### src/rtl/stream_mux_rr_if.sv
// Stream bundle for stream_mux_rr.
// Carries N input channels (packed data, valid, last, ready) and the single
// registered output channel (data, last, source index, valid, ready).
//   master : the side that drives input beats and accepts output beats
//   slave  : the multiplexer itself
interface stream_mux_rr_if #(
    parameter int N  = 8,
    parameter int W  = 1,
    parameter int SW = $clog2(N)
) ();
    logic [N*W-1:0] in_data;
    logic [N-1:0]   in_valid;
    logic [N-1:0]   in_last;
    logic [N-1:0]   in_ready;
    logic [W-1:0]   out_data;
    logic           out_last;
    logic [SW-1:0]  out_sel;
    logic           out_valid;
    logic           out_ready;

    modport master (
        output in_data, in_valid, in_last, out_ready,
        input  in_ready, out_data, out_last, out_sel, out_valid
    );

    modport slave (
        input  in_data, in_valid, in_last, out_ready,
        output in_ready, out_data, out_last, out_sel, out_valid
    );
endinterface

### src/rtl/stream_mux_rr.sv
// Packet-aware N:1 stream multiplexer with a single registered output stage.
// Arbitration is round-robin (mode=0, rotating from the last granted channel)
// or fixed select (mode=1, channel S). Once a multi-beat packet starts, the
// source channel is locked until its last beat passes, so packets are never
// interleaved on the output.
// Ports:
//   clk   : clock, all state changes on the rising edge
//   rst_n : synchronous active-low reset
//   mode  : 0 = round-robin, 1 = fixed select
//   S     : channel select used in fixed-select mode (values >= N grant nothing)
//   bus   : stream bundle (slave side): N inputs, one registered output
module stream_mux_rr #(
    parameter int N  = 8,
    parameter int W  = 1,
    parameter int SW = $clog2(N)
) (
    input  logic          clk,
    input  logic          rst_n,
    input  logic          mode,
    input  logic [SW-1:0] S,
    stream_mux_rr_if.slave bus
);

    typedef enum logic {IDLE, LOCK} state_t;

    state_t        state_reg;
    logic [SW-1:0] ptr_reg;
    logic [SW-1:0] lock_ch_reg;
    logic [W-1:0]  out_data_reg;
    logic          out_last_reg;
    logic [SW-1:0] out_sel_reg;
    logic          out_valid_reg;

    logic [SW-1:0] grant;
    logic          grant_vld;
    logic [SW-1:0] rr_grant;
    logic          rr_vld;
    int            rr_best;
    int            rr_dist;
    logic [W-1:0]  sel_data;
    logic          sel_last;
    logic          load_en;
    logic          xfer;

    // Round-robin search: each channel's distance from ptr+1 (mod N) is
    // computed with a constant channel index, and the nearest valid channel
    // wins. ptr_reg always holds a legal index, so the distance never goes
    // negative.
    always_comb begin
        rr_best  = N;
        rr_dist  = 0;
        rr_grant = '0;
        for (int k = 0; k < N; k++) begin
            rr_dist = k + N - 1 - int'(ptr_reg);
            if (rr_dist >= N) begin
                rr_dist = rr_dist - N;
            end
            if (bus.in_valid[k] && (rr_dist < rr_best)) begin
                rr_best  = rr_dist;
                rr_grant = SW'(k);
            end
        end
        rr_vld = (rr_best < N);
    end

    // Grant selection. While locked, only the owning channel is considered,
    // so mode/S changes are deferred until the packet completes.
    always_comb begin
        grant     = '0;
        grant_vld = 1'b0;
        if (state_reg == LOCK) begin
            grant = lock_ch_reg;
            for (int k = 0; k < N; k++) begin
                if (lock_ch_reg == SW'(k)) begin
                    grant_vld = bus.in_valid[k];
                end
            end
        end else if (mode) begin
            // An out-of-range S matches no channel and leaves grant_vld low.
            grant = S;
            for (int k = 0; k < N; k++) begin
                if (S == SW'(k)) begin
                    grant_vld = bus.in_valid[k];
                end
            end
        end else begin
            grant     = rr_grant;
            grant_vld = rr_vld;
        end
    end

    // Beat of the granted channel.
    always_comb begin
        sel_data = '0;
        sel_last = 1'b0;
        for (int k = 0; k < N; k++) begin
            if (grant == SW'(k)) begin
                sel_data = bus.in_data[k*W +: W];
                sel_last = bus.in_last[k];
            end
        end
    end

    assign load_en = !out_valid_reg || bus.out_ready;
    // Gating with rst_n keeps every in_ready low during a reset cycle.
    assign xfer    = rst_n && load_en && grant_vld;

    generate
        for (genvar gi = 0; gi < N; gi++) begin : g_ready
            assign bus.in_ready[gi] = xfer && (grant == SW'(gi));
        end
    endgenerate

    always_ff @(posedge clk) begin
        if (!rst_n) begin
            state_reg     <= IDLE;
            ptr_reg       <= SW'(N - 1);
            lock_ch_reg   <= '0;
            out_data_reg  <= '0;
            out_last_reg  <= 1'b0;
            out_sel_reg   <= '0;
            out_valid_reg <= 1'b0;
        end else begin
            if (xfer) begin
                out_data_reg  <= sel_data;
                out_last_reg  <= sel_last;
                out_sel_reg   <= grant;
                out_valid_reg <= 1'b1;
                // In LOCK grant equals lock_ch, so ptr effectively moves once
                // per packet rather than once per beat.
                if (!mode) begin
                    ptr_reg <= grant;
                end
                case (state_reg)
                    IDLE: begin
                        if (!sel_last) begin
                            state_reg   <= LOCK;
                            lock_ch_reg <= grant;
                        end
                    end
                    LOCK: begin
                        if (sel_last) begin
                            state_reg <= IDLE;
                        end
                    end
                    default: state_reg <= IDLE;
                endcase
            end else if (bus.out_ready) begin
                out_valid_reg <= 1'b0;
            end
        end
    end

    assign bus.out_data  = out_data_reg;
    assign bus.out_last  = out_last_reg;
    assign bus.out_sel   = out_sel_reg;
    assign bus.out_valid = out_valid_reg;

endmodule

### src/flat_wrapper.sv
// flat-port wrapper written by rule: the top's interface ports become plain ports
module stream_mux_rr_flat 
#(
    parameter int N  = 8,
    parameter int W  = 1,
    parameter int SW = $clog2(N)
)
  (clk, rst_n, mode, S, bus_in_data, bus_in_valid, bus_in_last, bus_out_ready, bus_in_ready, bus_out_data, bus_out_last, bus_out_sel, bus_out_valid);
  stream_mux_rr_if #(.N(N), .W(W), .SW(SW)) bus_i ();
  input  logic clk;
  input  logic rst_n;
  input  logic mode;
  input  logic [SW-1:0] S;
  input wire logic [$bits(bus_i.in_data)-1:0] bus_in_data;
  input wire logic [$bits(bus_i.in_valid)-1:0] bus_in_valid;
  input wire logic [$bits(bus_i.in_last)-1:0] bus_in_last;
  input wire logic [$bits(bus_i.out_ready)-1:0] bus_out_ready;
  output wire logic [$bits(bus_i.in_ready)-1:0] bus_in_ready;
  output wire logic [$bits(bus_i.out_data)-1:0] bus_out_data;
  output wire logic [$bits(bus_i.out_last)-1:0] bus_out_last;
  output wire logic [$bits(bus_i.out_sel)-1:0] bus_out_sel;
  output wire logic [$bits(bus_i.out_valid)-1:0] bus_out_valid;
  assign bus_i.in_data = bus_in_data;
  assign bus_i.in_valid = bus_in_valid;
  assign bus_i.in_last = bus_in_last;
  assign bus_i.out_ready = bus_out_ready;
  assign bus_in_ready = bus_i.in_ready;
  assign bus_out_data = bus_i.out_data;
  assign bus_out_last = bus_i.out_last;
  assign bus_out_sel = bus_i.out_sel;
  assign bus_out_valid = bus_i.out_valid;
  stream_mux_rr #(.N(N), .W(W), .SW(SW)) u_core (.clk(clk), .rst_n(rst_n), .mode(mode), .S(S), .bus(bus_i));
endmodule
### config.mk
export PLATFORM = sky130hd
export DESIGN_NAME = stream_mux_rr_flat
export DESIGN_NICKNAME = d
export VERILOG_FILES = /design/src/rtl/stream_mux_rr_if.sv /design/src/rtl/stream_mux_rr.sv /design/src/flat_wrapper.sv
export SDC_FILE = /design/constraint.sdc
export NUM_CORES = 1
export LEC_CHECK = 0
export CELL_PAD_IN_SITES_DETAIL_PLACEMENT = 1
export CELL_PAD_IN_SITES_GLOBAL_PLACEMENT = 2
export CORE_MARGIN = 3
export CORE_UTILIZATION = 34
export CTS_BUF_LIST = sky130_fd_sc_hd__clkbuf_16
export DETAILED_ROUTE_END_ITERATION = 10
export PLACE_DENSITY_LB_ADDON = 0.25
export SETUP_SLACK_MARGIN = 0.05
export SLEW_MARGIN = 10
export SYNTH_ARGS = -nofsm -noshare
export SYNTH_HDL_FRONTEND = slang
export SYNTH_SLANG_ARGS = --single-unit
### constraint.sdc
create_clock -name clk -period 23.9 [get_ports clk]
set_clock_uncertainty 0.15 [all_clocks]
set_input_delay 3.585 -clock clk [delete_from_list [all_inputs] [get_ports clk]]
set_output_delay 3.585 -clock clk [all_outputs]
set_load 0.05 [all_outputs]
# Yosys cells after proc, flatten, opt, wreduce, memory -nomap -nowiden
# Cells that the tools add are included.
word_totals:
  reg_bits: 13
  latchBits: 0
  ram_bits: 0
  rom_bits: 0
  mem_count: 0
op_classes:
  addsub: 16
  multipliers: 0
  div_mod_pow: 0
  n_lt_le_gt_ge: 17
  eq_ne: 21
  n_shift: 0
  n_mux: 62
  bitwise: 3
  reduce_logical: 26
ops:
  columns: ["op", "n"]
  rows:
  - ["32-bit two-way mux", 16]
  - ["32-bit by 5-bit >= comparator with 1-bit output (second input constant)", 8]
  - ["32-bit by 5-bit subtractor with 32-bit output (second input constant)", 8]
  - ["32-bit less-than comparator", 7]
  - ["32-bit by 5-bit less-than comparator with 1-bit output (second input constant)", 2]
  - ["1-bit two-way mux", 38]
  - ["3-bit equality test (second input constant)", 12]
  - ["4-bit by 3-bit subtractor with 5-bit output (first input constant)", 7]
  - ["3-bit by 2-bit equality test with 1-bit output (second input constant)", 6]
  - ["1-bit logical AND", 18]
  - ["3-bit two-way mux", 6]
  - ["3-bit by 1-bit equality test with 1-bit output (second input constant)", 3]
  - ["3-bit logical NOT", 3]
  - ["2-bit two-way mux", 2]
  - ["3-bit by 3-bit subtractor with 4-bit output (first input constant)", 1]
  - ["1-bit inverter", 3]
  - ["3-bit AND reduction", 1]
  - ["2-bit AND reduction", 1]
  - ["2-bit nonzero test", 1]
  - ["1-bit logical NOT", 1]
  - ["1-bit logical OR", 1]

# Depth between registers and ports, before layout
logic_depth:
  word_depth: 40
  depth_mapped: 70
  mapped_depth_nobuf: 66

# Least setup slack after synthesis
# Ideal clock, no wire load.
synth_timing:
  path_kind: "input port to output port"
  from: "in bus_in_valid[0]"
  to: "out bus_in_ready[6]"
  t_arrival_ns: 14.842
  t_required_ns: 20.165
  path_slack_ns: 5.323
  cell_stages: 58
  path_buffers: 3
  cell_sequence: "nand2_1 -> ha_1 -> o211ai_1 -> o211ai_2 -> nand3_1 -> a21boi_0 -> inv_1 -> ha_1 -> nand2_1 -> nand4b_1 -> o211a_4 -> buf_2 -> mux2_4 -> ha_1 -> a21oi_1 -> inv_1 -> a311o_2 -> a31oi_2 -> [... 22 more ...] -> nand2_1 -> nand2_1 -> nor2_1 -> a31oi_1 -> o41a_1 -> o311a_2 -> buf_6 -> nor2_1 -> a32oi_1 -> ha_1 -> nand2_1 -> nand4_1 -> a211o_1 -> o31ai_2 -> o32ai_1 -> o21ai_1 -> nand2_1 -> nor3_1"
synth_between:
  elab_chain_cells: 28
synth_lines:
  columns: ["item", "line", "source"]
  rows:
  - ["start, declared", "flat_wrapper.sv:15", "input wire logic [$bits(bus_i.in_valid)-1:0] bus_in_valid;"]
  - ["1-bit logical AND", "stream_mux_rr.sv:58", "if (bus.in_valid[k] && (rr_dist < rr_best)) begin"]
  - ["32-bit two-way mux", "stream_mux_rr.sv:58", null]
  - ["32-bit less-than comparator", "stream_mux_rr.sv:58", null]
  - ["1-bit logical AND", "stream_mux_rr.sv:58", null]
  - ["32-bit two-way mux", "stream_mux_rr.sv:58", null]
  - ["32-bit less-than comparator", "stream_mux_rr.sv:58", null]
  - ["1-bit logical AND", "stream_mux_rr.sv:58", null]
  - ["32-bit two-way mux", "stream_mux_rr.sv:58", null]
  - ["[... 12 more ...]", null, null]
  - ["32-bit less-than comparator", "stream_mux_rr.sv:58", null]
  - ["1-bit logical AND", "stream_mux_rr.sv:58", null]
  - ["32-bit two-way mux", "stream_mux_rr.sv:58", null]
  - ["32-bit by 5-bit less-than comparator with 1-bit output", "stream_mux_rr.sv:63", "rr_vld = (rr_best < N);"]
  - ["1-bit two-way mux", "stream_mux_rr.sv:78", "end else if (mode) begin"]
  - ["1-bit two-way mux", "stream_mux_rr.sv:71", "if (state_reg == LOCK) begin"]
  - ["1-bit logical AND", "stream_mux_rr.sv:106", "assign xfer = rst_n && load_en && grant_vld;"]
  - ["1-bit logical AND *", "stream_mux_rr.sv:110", "assign bus.in_ready[gi] = xfer && (grant == SW'(gi));"]
  - ["end, declared", "flat_wrapper.sv:18", "output wire logic [$bits(bus_i.in_ready)-1:0] bus_in_ready;"]
# Mark *: on every way between the ends. The rest lies on a longest branch, timed or not.

# Worst setup path after layout
# Ends and elaborated chain as after synthesis.

==> flow_summary_export.csv <==
group,metric,value,unit
outcome,status,"finished clean",
drt,ant_nets,0,
placed_design,hpwlAfterDp,7320,µm
power_and_ir_drop,cellLeakagePower,1.37,nW
floorplanning,die-area,0.00913,mm²
cts,clk-insertion-delay-late,0.24,ns
cts,clkTransAtPathRegs,0.05,ns
worst_setup_path,cp.buffers_inverters,3,
worst_setup_path,cp-startpoint,"bus_in_valid[0]",
power_and_ir_drop,intPower,0.161,mW
placed_design,gp_congestion,0.860,
sta,setup_violations,0,
hold_path,min_path_type,"reg2reg",
worst_setup_path,r2r-start,"u_core.ptr_reg[1]",
synthesis,avgSynthCellArea,7.74,µm²
drt,routed_wirelength,8930,µm
worst_setup_path,cp_num_cells,56,
global_routing,grt_start_max_net_pins,19,
sta,final_hold_viol_count,0,
worst_setup_path,path_max_fanout,18,
power_and_ir_drop,sw_frac_of_total,54.3,%
power_and_ir_drop,sequentialPowerShare,11.0,%
synthesis,synth_flop_cell,"dfxtp_1",
layout,num-fill-cells,998,
worst_setup_path,endpoint_kind,"output port",
drt,num_vias,2854,
power_and_ir_drop,peakVddDrop,0.0550,mV
drt,route.detailed.drc,0,
sta,worstMarginPinSlew,0.831,ns
synthesis,async_reset_ff_share,0,%
placed_design,pre_cts_ws,3.37,ns
synthesis,synth-edff-count,0,
floorplanning,die_w,95.5,µm
layout,fin_nets,460,
sta,fmax,0.0484,GHz
layout,syn2layout_area_growth,22.5,%
synthesis,yosysWarnings,0,
sta,rsz0062_at_grt,"false",
cts,root_buffer,"clkbuf_16",
synthesis,syn_area,0.00273,mm²
cts,h-tree-depth,1,
worst_setup_path,crit_top_cell,"nand2_1",
layout,n_antenna_cell,0,
floorplanning,io_pins,45,
synthesis,syn-instance-count,352,
global_routing,antenna_found_initial,0,
synthesis,synth_most_common_cell,"nand2_1",
sta,fin_ws,3.25,ns
power_and_ir_drop,clkPwrFrac,9.0,%
synthesis,ys_seq_area_share,9.55,%
floorplanning,rows,32,
sta,report.final.slew_viol_count,0,
drt,viasPerCell,5.72,
worst_setup_path,critPathMaxStageDelay,0.83,ns
synthesis,synth_common_cells,"nand2_1 (41), ha_1 (31), nor2_1 (31)",
cts,cts_tree,"built",
synthesis,synthTopCellsByArea,"ha_1 (14%), dfxtp_1 (9.6%), nand2_1 (5.6%), a21oi_1 (4.4%), mux2i_1 (4.4%)",
cts,cts-resized-gates,0,
cts,hold_buffers,0,
hold_path,hold_depth,2,
sta,period_share,86.4,%
cts,cts_max_path_buffers,2,
job,cap_violations,0,
worst_setup_path,worst_ep_required_time,20.17,ns
worst_setup_path,ff2ff_path_depth,58,
worst_setup_path,start_kind,"input port",
synthesis,ys_ff_latch,13,
global_routing,grt_pass1_wl,14700,µm
cts,cts_setup_buffers,0,
power_and_ir_drop,p_sw,0.190,mW
sta,fin_setup_tns,0,ns
worst_setup_path,setup.worst_path.class,"in2out",
power_and_ir_drop,combPwrFrac,79.9,%
worst_setup_path,crit_family,"compound AO/OA/AOI/OAI gates",
synthesis,synth_cell_type_count,90,
worst_setup_path,cp_slowest_cell,"clkdlybuf4s50_1",
power_and_ir_drop,power.density,105,mW/mm²
sta,max_slew_margin,44.0,%
cts,cts.sinks,13,
floorplanning,die_h,95.5,µm
synthesis,synth_top_area_share,14.2,%
floorplanning,initial_core_util,35.1,%
floorplanning,core,0.00777,mm²
drt,drt-pass1-iter-count,4,
cts,cts_buffers,3,
drt,dr.first_iter.drc_count,75,
hold_path,min_from,"u_core.bus.out_sel[0]",
global_routing,overflow,0,
layout,fin_cells,499,
placed_design,dp_cells,495,
synthesis,yosysTopAreaCell,"ha_1",
global_routing,first_global_vias,2992,
worst_setup_path,arrival,16.91,ns
power_and_ir_drop,power.total,0.351,mW
global_routing,track_usage,20.1,%
placed_design,io_buffers,44,
sta,layout_min_cycle_time,20.65,ns
drt,wl_per_cell,17.9,µm
layout,final_layout_size_suffix_gt1_share,10.6,%
power by group through the flow:
stage	registers [mW]	clock network (mW)	logic, mW
finish	0.0387	0.0317	0.281
global placement	0.0385	0	0.276
detailed placement	0.0390	0	0.279
global route	0.0399	0.0329	0.311
CTS	0.0387	0.0320	0.282
floorplan	0.0455	0	0.206
worst reg2reg max path: cells and delay by family, from the launching register on:
| kind | cells | cell delay, ns |
|---|---|---|
| AND/OR/NAND/NOR | 18 | 2.69 |
| adder cells (fa/ha/maj) | 8 | 2.47 |
| buffers and inverters | 3 | 0.47 |
| AO/OA/AOI/OAI | 24 | 5.95 |
| multiplexers | 4 | 1.57 |
| flip-flops | 1 | 0.71 |
| XOR/XNOR | 1 | 0.34 |
area by class of cell:
| cell class | instances | area (µm²) | share of cell area, % |
|---|---|---|---|
| timing repair buffer | 46 | 455 | 13.6 |
| multi-input combinational | 311 | 2330 | 69.8 |
| tap | 102 | 128 | 3.82 |
| sequential | 13 | 260 | 7.79 |
| inverter | 23 | 86.3 | 2.59 |
| clock buffer | 3 | 75.1 | 2.25 |
| clock inverter | 1 | 3.75 | 0.112 |
through the flow:
stage	utilization [%]	cell area (µm²)	hold WS, ns
after floorplan	-	2750	0.311
after global placement	42.0	3260	0.329
after detailed placement	42.0	3260	0.344
after CTS	43.0	3340	0.354
after global routing	43.0	3340	0.372
final	43.0	3340	0.349
layer usage:
metal  vias to the layer above  wire [µm]  global-route usage (%)
met1                      1380       4240                    26.5
met3                        10        352                    2.76
met4                         0        105                    3.67
li1                       1408          -                       -
met5                         -          0                       0
met2                        56       4230                    35.0
path summary, 6_finish.rpt:
| kind | slack (ns) | endpoint |
|---|---|---|
| setup / recovery | 3.25 | bus_in_ready[6] |
| hold / removal | 0.35 | u_core.bus.out_sel[0] |
| setup reg to reg | 9.50 | u_core.lock_ch_reg[2] |
| hold reg to reg | 0.35 | u_core.bus.out_sel[0] |
layout by cell type (no fill, tap or decap), types with 3 or more instances in the layout:
cell             instances
a211oi_1                 6
and2_1                   7
a21oi_1                 24
conb_1                   8
clkdlybuf4s50_1         44
nor2_1                  31
dfxtp_1                 13
o21a_1                   3
nand4_1                  3
o21ai_0                 12
ha_1                    31
o211ai_1                 6
nor2b_1                  3
mux2_4                   3
nand2_1                 41
or2_1                    3
inv_1                   24
mux4_2                   4
nand3_1                 12
a31oi_1                  4
and3_1                   4
mux2i_1                 12
clkbuf_16                3
o211a_1                  3
o21ai_1                  4
nand2b_1                 9
nor3_1                   5
cells by family (layout without fill, tap and decap cells):
kind of cell	count (synthesis)	count (layout)	share of synthesized area [%]
simple gates	140	140	26.8
buf+inv	35	73	5.88
other cells	1	8	0.138
flops	13	13	9.55
fa+ha+maj	32	32	14.6
mux	22	22	11.2
compound gates	107	107	31.3
xor+xnor	2	2	0.643
(Power assumes the default switching activity.)
